--- src/rtl/bus_arbiter.sv ---
// Two-master round-robin bus arbiter.
// A granted master's request is latched, placed on the bus for the ACCESS
// phase, and completed by a single DONE cycle. The DONE cycle pulses that
// master's ready and, if the slave never answered, its error flag.
module bus_arbiter #(
  parameter int TIMEOUT = 16
) (
  input  logic        clk,
  input  logic        reset,
  input  logic        m0Req,
  input  logic        m0We,
  input  logic [31:0] m0Addr,
  input  logic [31:0] m0WData,
  output logic        m0Ready,
  output logic [31:0] m0RData,
  output logic        m0Err,
  input  logic        m1Req,
  input  logic        m1We,
  input  logic [31:0] m1Addr,
  input  logic [31:0] m1WData,
  output logic        m1Ready,
  output logic [31:0] m1RData,
  output logic        m1Err,
  output logic        busReq,
  output logic        busWe,
  output logic [31:0] busAddr,
  output logic [31:0] busWData,
  input  logic [31:0] busRData,
  input  logic        busReady,
  output logic        owner
);

  typedef enum logic [1:0] {
    IDLE   = 2'd0,
    ACCESS = 2'd1,
    DONE   = 2'd2
  } state_t;

  state_t      state_r;
  state_t      next_state_s;
  logic        owner_r;
  logic        last_owner_r;
  logic        we_r;
  logic [31:0] addr_r;
  logic [31:0] wdata_r;
  logic [31:0] rdata_r;
  logic        err_r;
  logic [7:0]  cnt_r;

  logic        any_req_s;
  logic        grant_s;
  logic        timeout_s;

  // Round-robin winner: under contention the master that did not own the
  // bus last time wins; a lone requester always wins.
  always_comb begin
    any_req_s = m0Req | m1Req;
    timeout_s = (cnt_r == 8'(TIMEOUT - 1));
    if (m0Req && m1Req) begin
      grant_s = ~last_owner_r;
    end else if (m1Req) begin
      grant_s = 1'b1;
    end else begin
      grant_s = 1'b0;
    end
  end

  // State register.
  always_ff @(posedge clk) begin
    if (reset) begin
      state_r <= IDLE;
    end else begin
      state_r <= next_state_s;
    end
  end

  // Next-state logic; busReady only matters while in ACCESS.
  always_comb begin
    next_state_s = state_r;
    case (state_r)
      IDLE: begin
        if (any_req_s) begin
          next_state_s = ACCESS;
        end else begin
          next_state_s = IDLE;
        end
      end
      ACCESS: begin
        if (busReady || timeout_s) begin
          next_state_s = DONE;
        end else begin
          next_state_s = ACCESS;
        end
      end
      DONE:    next_state_s = IDLE;
      default: next_state_s = IDLE;
    endcase
  end

  // Request latching, wait counter, read-data capture and error flag.
  always_ff @(posedge clk) begin
    if (reset) begin
      owner_r      <= 1'b0;
      last_owner_r <= 1'b1;
      we_r         <= 1'b0;
      addr_r       <= 32'd0;
      wdata_r      <= 32'd0;
      rdata_r      <= 32'd0;
      err_r        <= 1'b0;
      cnt_r        <= 8'd0;
    end else begin
      case (state_r)
        IDLE: begin
          if (any_req_s) begin
            owner_r <= grant_s;
            we_r    <= grant_s ? m1We    : m0We;
            addr_r  <= grant_s ? m1Addr  : m0Addr;
            wdata_r <= grant_s ? m1WData : m0WData;
            cnt_r   <= 8'd0;
          end
        end
        ACCESS: begin
          if (busReady) begin
            rdata_r      <= busRData;
            err_r        <= 1'b0;
            last_owner_r <= owner_r;
          end else if (timeout_s) begin
            rdata_r      <= 32'd0;
            err_r        <= 1'b1;
            last_owner_r <= owner_r;
          end else begin
            cnt_r <= cnt_r + 8'd1;
          end
        end
        default: begin
          cnt_r <= cnt_r;
        end
      endcase
    end
  end

  // Output decode from registered state; bus address/data simply hold the
  // last latched request outside ACCESS.
  always_comb begin
    busReq   = (state_r == ACCESS);
    busWe    = (state_r == ACCESS) & we_r;
    busAddr  = addr_r;
    busWData = wdata_r;
    m0Ready  = (state_r == DONE) & ~owner_r;
    m1Ready  = (state_r == DONE) &  owner_r;
    m0Err    = (state_r == DONE) & ~owner_r & err_r;
    m1Err    = (state_r == DONE) &  owner_r & err_r;
    m0RData  = rdata_r;
    m1RData  = rdata_r;
    owner    = owner_r;
  end

endmodule

--- config.mk ---
export PLATFORM = sky130hd
export DESIGN_NAME = bus_arbiter
export DESIGN_NICKNAME = d
export VERILOG_FILES = /design/src/rtl/bus_arbiter.sv
export SDC_FILE = /design/constraint.sdc
export NUM_CORES = 1
export LEC_CHECK = 0
export BUFFER_PORTS_ARGS = -buffer_cell sky130_fd_sc_hd__buf_4
export CORE_MARGIN = 4
export CORE_UTILIZATION = 33
export CTS_CLUSTER_SIZE = 25
export DETAILED_ROUTE_END_ITERATION = 12
export PLACE_DENSITY = 0.67
export SKIP_LAST_GASP = 1
export SYNTH_ARGS = -nofsm -noshare
export SYNTH_HDL_FRONTEND = slang
export SYNTH_SLANG_ARGS = --single-unit
--- constraint.sdc ---
create_clock -name clk -period 1.65 [get_ports clk]
set_input_delay 0.33 -clock clk [delete_from_list [all_inputs] [get_ports clk]]
set_output_delay 0.33 -clock clk [all_outputs]
set_load 0.02 [all_outputs]
Word level (Yosys, flattened, before mapping)
Index checks and enable logic that the tools add are counted.

word-level totals
  logic and storage cells = 50
  register bits after elaboration = 110
  input port bits = 167
  output and inout port bits = 135

operators by class
  eq/ne operators = 6
  reductions and logical operators = 8
  bitwise logic cells = 8
  $add $sub $neg = 1
  muxes and demuxes = 18

operators by type and width
  kind                   count
  $mux W32               4
  $mux W8                3
  $pmux W8 S2            1
  $add A8 B1 Y8 const B  1
  $eq A8 B4 Y1 const B   1
  $mux W1                8
  $ne A2 B2 Y1 const B   3
  $and A1 B1 Y1          5
  $pmux W2 S2            1
  $reduce_and A2 Y1      2
  $reduce_and A4 Y1      1
  $reduce_bool A2 Y1     2
  $eq A2 B1 Y1 const B   1
  $eq A2 B2 Y1 const B   1
  $logic_not A2 Y1       1
  $mux W2                1
  $not A1 Y1             2
  $logic_and A1 B1 Y1    1
  $logic_or A1 B1 Y1     1
  $or A1 B1 Y1           1

Logic depth before layout (Yosys ltp)
Gate-level depths: netlist (run 1).

  depth in word-level cells = 4
  mapped depth = 7
  gate-level depth less buffers = 5

Least setup slack after synthesis (run 1)
OpenSTA, ideal clock, no wires.

  kind = reg-to-output
  start point = reg state_r[1]
  end point = out busWe
  cell stages (with the launch flop) = 5
  path buffers = 1
  path slack = -0.008 ns
  arrival time = 1.328 ns
  cell sequence = dfxtp_1 nand2b_2 inv_2 clkbuf_1 and2_1

on the way
  word-level cells in the longest chain between the ends = 2

ends and longest elaborated chain
  what                    RTL line  text
  from (decl)             39        state_t state_r;
  from (signal assigned)  73        state_r <= next_state_s;
  $eq A2 B1 Y1            n/a
  named net busReq        24        output logic busReq,
  $and A1 B1 Y1           146       busWe = (state_r == ACCESS) & we_r;
  to (decl)               25        output logic busWe,

The timed path passes the listed nets, and every way through them passes these cells.

Worst setup path after layout (run 1)
  start point = reg cnt_r[1]
  end point = reg cnt_r[7]

on the way
  word-level cells in the longest chain between the ends = 4

ends and longest elaborated chain
  what                    RTL line  text
  from (decl)             48        logic [7:0] cnt_r;
  from (signal assigned)  132       cnt_r <= cnt_r + 8'd1;
  from (signal assigned)  136       cnt_r <= cnt_r;
  $add A8 B1 Y8           132
  $mux W8                 127       end else if (timeout_s) begin
  $mux W8                 123       if (busReady) begin
  $pmux W8 S2             112       case (state_r)

Parallel ways exist; a longest one is shown, timed or not. The select of a mux whose other input is x is not followed.
A chain may end at the register's enable or synchronous reset.

==> summary.md, run 1 <==
The diode insertion count for antenna repair came out at 0. The final worst-path setup slack came out at -61.6 ps. TritonCTS built the clock tree.

The instance count of the mapped netlist was 475; the initial standard-cell utilization of the core was 0.340. The region available for standard cell placement spans 0.0140 mm^2. For the final database, setup skew stands at 7.57 ps. The critical path is of the flip-flop to flip-flop type. The tightest min-delay check is of the input pin to flip-flop type. Across the run, the number of max-cap violations was 0. The number of different library cells in the post-synthesis netlist is 45. After filler insertion, the fill cell instance count of the layout stands at 1241. The headroom to the max-slew limit is 0.717, and the detailed placer's ending HPWL is 12300 um. The flow ran to the end, but the final reports show violations. Most common cell after layout, fill and taps aside: buf_4. OpenSTA, run right after detailed placement, puts the worst setup slack at 57.3 ps.

Height of the die: 128 um. For the hold violation total from the final report, the log shows 0. The die covers 0.0164 mm^2.

The all-layer global routing usage is 0.180, and the timing-limited maximum frequency is 584 MHz. The register bit count reported by yosys is 110, and the endpoint required time on the critical path is 1910 ps. The final core utilization came out at 0.535.

Proportion of synthesized flip-flops having asynchronous set or reset: 0. STA classifies the critical path endpoint as a flip-flop. In this run the deepest clock path goes through 2 buffers.

In this run the horizontal extent of the chip is 128 um. The number of clock sinks seen by CTS was 110. The tools report the fraction of the yosys area taken by sequential cells as 0.461.

Hold is met by 184 ps. Setup violations remaining at the end of the flow were counted as 34. Buffers inserted during clock tree synthesis total 9. The final count of pins violating max slew was 0; the overall via count from detail_route was 4638. The number of nets in the synthesized netlist is 643. Number of enable-type register cells in the synthesized netlist: 0. The routed length per placed instance came out at 17.7 um. The fraction of final layout cells with drive strength greater than 1 is 0.482, and the biggest fanout along the worst timing path is 4.

VDD sags by at most 0.000677 V. The logs give 1970 ps for the arrival time reported for the critical path endpoint and 911 for the number of nets in the finished design. In this run the remaining antenna-violating nets after routing total 0. Synthesis-to-layout area growth: 57.3%. Summed over all layers, the global routing overflow is 0. In the layout the commonest cells are 317 x buf_4, 105 x dfxtp_1, 70 x nor2_1.

The tools report the number of DRC markers after the initial detailed-route iteration as 143. The initial antenna violation count came out at 0. For the pin with the worst max-slew slack, the measured transition is 424 ps. Counting tap cells, the placed design contains a total of 899 instances. The final instance count without filler cells was 927. For this run, the leading register cell type out of synthesis is dfxtp_1. The cell area that synthesis handed to floorplanning was 0.00477 mm^2. The worst setup path is launched from a flip-flop. Setup repair after global routing could not meet its margin everywhere. The logs give 43 for the row count and 23600 um for the wire length of the first global-routing pass. Before antenna repair, the detailed router went through 4 iterations. Detail-routed via count per cell: 5.00.

The via count of the first global-routing pass was 4493; the average cell area after synthesis was 10.0 um^2. The later pin in the worst-skew pair is clocked with a latency of 350 ps. The power per unit of standard cell area works out to 968 mW/mm^2.

The count of synthesis-stage warnings from yosys came out at 0. CTS built an H-tree with a depth of 3. The time the worst path needs with I/O delays and setup came out at 1710 ps. The overall power was 7260 uW; the largest net degree at the start of global routing was 72. The run gives 0 as the number of hold buffers added after CTS. For this design the static power due to leakage is 0.00350 uW. Summed over all layers, the routed wires come to 16400 um. After clock tree synthesis, the clock-pin slew on the worst setup and hold paths is 70 ps. In this run the clock root is driven by a clkbuf_16. The count of input and output buffers is 301. The fraction of the cycle the final worst path needs was 1.04.

The final reports fail on negative setup slack. The remaining routing DRC violations was 0; the weighted congestion at the end of routability-driven global placement was 0.810. Count of boundary I/O pins: 302.
[routing by layer]
layer | vias to the layer above | global-route usage | share of wire
li1 | 2237 | - | -
met1 | 2160 | 0.197 | 0.36
met2 | 226 | 0.314 | 0.51
met3 | 15 | 0.0871 | 0.12
met4 | 0 | 0.0412 | 0.010
met5 | - | 0 | 0
[registers in the layout, summed over array words and instances, names as in the netlist]
signal	flops
busAddr	32
busWData	32
m0RData	32
cnt_r	8
state_r	2
err_r	1
last_owner_r	1
owner	1
we_r	1
[synth_stat cells (2+ instances only)]
cell type  instances  area [um^2]
a211o_1            2         17.5
a211oi_1          66          495
a21oi_1            6         30.0
a22o_1            32          280
a32o_1             2         20.0
and2_1             4         25.0
and3_1             3         18.8
buf_2             13         65.1
buf_4             38          285
buf_6              3         33.8
clkbuf_1          16         60.1
dfxtp_1          110         2200
mux2i_1           65          651
nand2_1            7         26.3
nand2b_1           2         12.5
nand3_1            3         15.0
nand4_1            2         12.5
nor2_1            70          263
nor3_1             3         15.0
o21ai_0            2         10.0
or4_1              2         15.0
[power breakdown]
part	switching, uW	leakage [uW]	internal [uW]
clock	990	0.000151	1370
sequential	146	0.000909	2880
combinational	951	0.00244	928
[area by class of cell]
type / count / area (um^2) / share of cell area
Clock inverter: 5 / 83.8 / 0.0112
Multi-Input combinational cell: 292 / 2140 / 0.286
Clock buffer: 10 / 239 / 0.0318
Sequential cell: 110 / 2210 / 0.294
Tap cell: 180 / 225 / 0.0300
Inverter: 2 / 20.0 / 0.00267
Timing Repair Buffer: 328 / 2580 / 0.344
[final timing paths]
check / start / to / slack, ps / cells after the start
max: cnt_r[1] / cnt_r[7] / -60 / 6
min: busRData[7] / m0RData[7] / 180 / 2
max reg2reg: cnt_r[1] / cnt_r[7] / -60 / 6
min reg2reg: busAddr[9] / busAddr[9] / 500 / 2
[per-stage QoR]
stage | instance area [um^2] | TNS (ps)
after floorplan | 4770 | 0
after global placement | 7000 | 0
after detailed placement | 7000 | 0
after CTS | 7350 | 0
after global routing | 7510 | -2750
final | 7510 | -677
[worst max-delay path: stages, from the launching register on]
cell and delay, ps:
dfxtp_2 340, ha_2 190, nand4b_1 200, buf_4 160, nor2_2 30, or4_4 440, o311ai_2 260
[what timing repair did]
action	in CTS	in global routing
endpoints found under the hold margin	0	0
endpoints found under the setup margin	4	36
setup buffers	1	9
gates resized for setup	5	10
pin swaps	0	2
gates cloned	0	3
[logic make-up (layout without fill, tap and decap cells)]
| family | after synthesis | count (layout) | synth area share |
|---|---|---|---|
| adder cells (fa/ha/maj) | 1 | 1 | 0.00262 |
| AO/OA/AOI/OAI | 122 | 122 | 0.205 |
| buffers and inverters | 73 | 345 | 0.0954 |
| multiplexers | 65 | 65 | 0.136 |
| flip-flops | 110 | 110 | 0.461 |
| AND/OR/NAND/NOR | 104 | 104 | 0.0988 |
Power figures use the tool's default switching activity.
==> run 2, diff against run 1 <==
--- a/config.mk
+++ b/config.mk
@@ -10,7 +10,6 @@
 export CORE_UTILIZATION = 33
 export CTS_CLUSTER_SIZE = 25
 export DETAILED_ROUTE_END_ITERATION = 12
-export PLACE_DENSITY = 0.67
 export SKIP_LAST_GASP = 1
 export SYNTH_ARGS = -nofsm -noshare
 export SYNTH_HDL_FRONTEND = slang
==> constraint.sdc (replaced) <==
create_clock -name clk -period 2.06 [get_ports clk]
set_input_delay 0.103 -clock clk [delete_from_list [all_inputs] [get_ports clk]]
set_output_delay 0.103 -clock clk [all_outputs]
set_load 0.02 [all_outputs]
==> summary.md, run 2 (synthesis results as in run 1) <==
The flow ran to the end, and the final reports show no timing, DRC or antenna violations. The run gives 12200 um (-0.63%) as the detailed placer's ending HPWL. The fraction of the cycle the final worst path needs came out at 0.835 (-0.202). For the peak supply drop, the log shows 0.000511 V (-25%).

The endpoint required time on the critical path is 2290 ps (+380 ps), and the final instance count without filler cells is 942 (+1.6%). The path depth of the worst reg2reg path is 6 (unchanged), and the setup total negative slack is 0 ps (+677 ps). For the clock tree skew after final layout, the log shows 8.29 ps (+0.721 ps). Arrival time reported for the critical path endpoint: 1950 ps (-20 ps).

Critical path buffer and inverter count: 1 (unchanged). The combinational power share was 0.257 (-0.002); the routing usage on met2 was 0.333 (+0.0199). The remaining global-route overflow was 0 (unchanged). The logs give 1 (+1) for the initial antenna violation count and 2 (unchanged) for the number of buffers on the longest clock path. The wire length of the first global-routing pass was 24200 um (+2.5%). Family with the most delay on the worst path: compound AO/OA/AOI/OAI gates. The worst hold path belongs to the class input pin to flip-flop. The run gives 0.340 (unchanged) as the initial standard-cell utilization of the core. Setup repair after global routing left no endpoint under its margin. Most common cell after layout, fill and taps aside: buf_4. The worst register-to-register path ends at m0RData[7]. STA classifies the critical path startpoint as a flip-flop. The logs give 0.188 (+0.00773) for the all-layer global routing usage and 1650 uW (-21%) for the reported net switching power. The fraction of final layout cells with drive strength greater than 1 is 0.442 (-0.0404). The largest net degree at the start of global routing was 46 (-36%); the switching power as a share of total power was 0.285 (-0.00246). For the clock network fraction of design power, the log shows 0.324 (about the same). The number of clock sinks seen by CTS is 110 (unchanged). The routed length per placed instance came out at 17.0 um (-3.5%). The final worst-path setup slack was 340 ps (+401 ps); the biggest fanout along the worst timing path was 32 (+28). The detail-routed via count per cell works out to 4.84 (-3.2%). The tools report the buffer cell driving the clock tree root as clkbuf_16. Worst reg2reg path startpoint: cnt_r[0]. The placed instance count was 894 (-0.56%); the weighted congestion at the end of routability-driven global placement was 0.817 (+0.88%). The height of the die is 128 um (unchanged).

Via count of the first global-routing pass: 4715 (+4.9%). The startpoint identified for the worst hold timing path is busReady. The CTS buffer count was 9 (unchanged). The met3 usage in global routing is 0.0858 (-0.00125), and the detailed-router iteration count before antenna repair is 4 (unchanged). The timing-limited maximum frequency is 581 MHz (-0.50%). The tools report the share of total power in sequential cells as 0.419 (+0.002). The slack of the worst reg-to-reg path is 340 ps (+400 ps), and the final count of negative-setup-slack endpoints is 0 (-100%).

The area enclosed by the die boundary is 0.0164 mm^2 (unchanged), and the time the worst path needs with I/O delays and setup is 1720 ps (+8.61 ps). The clock insertion delay at the later pin of the skew report is 350 ps (about the same). The power per unit of standard cell area is 763 mW/mm^2 (-21%).

Critical path start-end classification: flip-flop to flip-flop. The peak-usage layer in the global routing report was met2. The tools report the cell-internal power as 4140 uW (-20%). For the met1 usage, the log shows 0.193 (-0.00395). The run gives 0 (unchanged) as the remaining number of nets flagged by the antenna check after routing.

The library cells used most frequently in the layout, excluding fill and tap cells, are 306 x buf_4, 110 x dfxtp_1, 70 x nor2_1. The run gives 4563 (-1.6%) as the overall via count from detail_route. For the final count of pins violating max slew, the log shows 0 (unchanged). For the post-place setup slack, the log shows 351 ps (+294 ps). The worst hold endpoint was err_r. The worst stage delay on the critical path is 390 ps (-50 ps).

The slew at the pin closest to its max-slew limit works out to 487 ps (+63.2 ps). The area growth from synthesis to layout is 59.0%. The cell depth of the worst setup path works out to 6 (unchanged). The tools report the max-cap violation count as 0 (unchanged).

The row count was 43 (unchanged). The die boundary width was 128 um (unchanged). Number of nets in the finished design: 925 (+1.5%). The CTS clock-pin slew for the worst setup and hold paths works out to 70 ps (about the same). For this design, the slowest cell found on the critical path is dfxtp_1. The logs give 0 (unchanged) for the remaining routing DRC violations and 3 (unchanged) for the total number of H-tree levels.

Count of boundary I/O pins: 302 (unchanged). The run gives 16100 um (-1.9%) as the total wire length after detailed routing. TritonCTS built the clock tree.

The number of DRC markers after the initial detailed-route iteration was 116 (-19%); the reported leakage power was 0.00352 uW (+0.65%). The count of input and output buffers was 301 (unchanged). Core area: 0.0140 mm^2 (unchanged). The kind of capture point of the worst setup path is a flip-flop. The worst hold path cell count works out to 2 (unchanged). The tools report the headroom to the max-slew limit as 0.675 (-0.0421). For the hold violation total from the final report, the log shows 0 (unchanged). Walking the worst path, the cells encountered are ha_1, nand4b_1, o21bai_4, a21oi_2, buf_4, a22o_1.
[run 2: cell count changes in the layout (fill, tap and decap cells not counted), sizes merged]
cell and delta:
inv +2, clkinvlp -2, clkbuf -3, dlygate4sd3 +32, diode +1, buf -15
[run 2: layout make-up]
type                       count  area [um^2]
sequential                   110         2200
antenna                        1         2.50
fill                        1266         6460
clock buffer                  10          239
timing repair buffer         342         2700
multi-input combinational    292         2130
tap                          180          225
clock inverter                 5         82.6
inverter                       2         7.51
[run 2: worst max-delay path by stage]
stage / startpoint / end
2_1_floorplan: cnt_r[0] / cnt_r[7]
3_3_place_gp: cnt_r[0] / m0RData[30]
3_5_place_dp: cnt_r[0] / m0RData[11]
4_1_cts: cnt_r[0] / m0RData[11]
5_1_grt: cnt_r[0] / m0RData[7]
6_report: cnt_r[0] / m0RData[7]
[run 2: metrics by stage]
| stage | util | hold slack (ps) | total power (uW) | area (um^2) |
|---|---|---|---|---|
| after detailed placement | 0.494 | 319 | 3920 | 6940 |
| after global placement | 0.494 | 313 | 3900 | 6940 |
| after CTS | 0.540 | 6.33 | 5870 | 7580 |
| after global routing | 0.540 | 19.6 | 6070 | 7590 |
| final | 0.540 | 28.7 | 5790 | 7590 |
| after floorplan | - | 228 | 3240 | 4770 |
[run 2: power groups by stage]
stage          Sequential, uW  Clock (uW)  Combinational, uW
6_report                 2420        1880               1490
5_1_grt                  2450        2010               1610
4_1_cts                  2420        1940               1500
3_5_place_dp             2470           0               1450
3_3_place_gp             2460           0               1430
2_1_floorplan            2660           0                575
[run 2: repair_timing]
| action | CTS | global route |
|---|---|---|
| hold buffers | 32 | 0 |
| resized for setup | 0 | 0 |
| endpoints found under the hold margin | 32 | 0 |
| buffers inserted | 0 | 0 |
| endpoints found under the setup margin | 0 | 0 |
[run 2: per-layer routing]
metal	part of all wire	vias to the layer above	wire (um)
li1	-	2274	-
met1	0.36	2055	5780
met4	0.018	0	289
met5	0	-	0
met3	0.12	21	1940
met2	0.50	213	8050
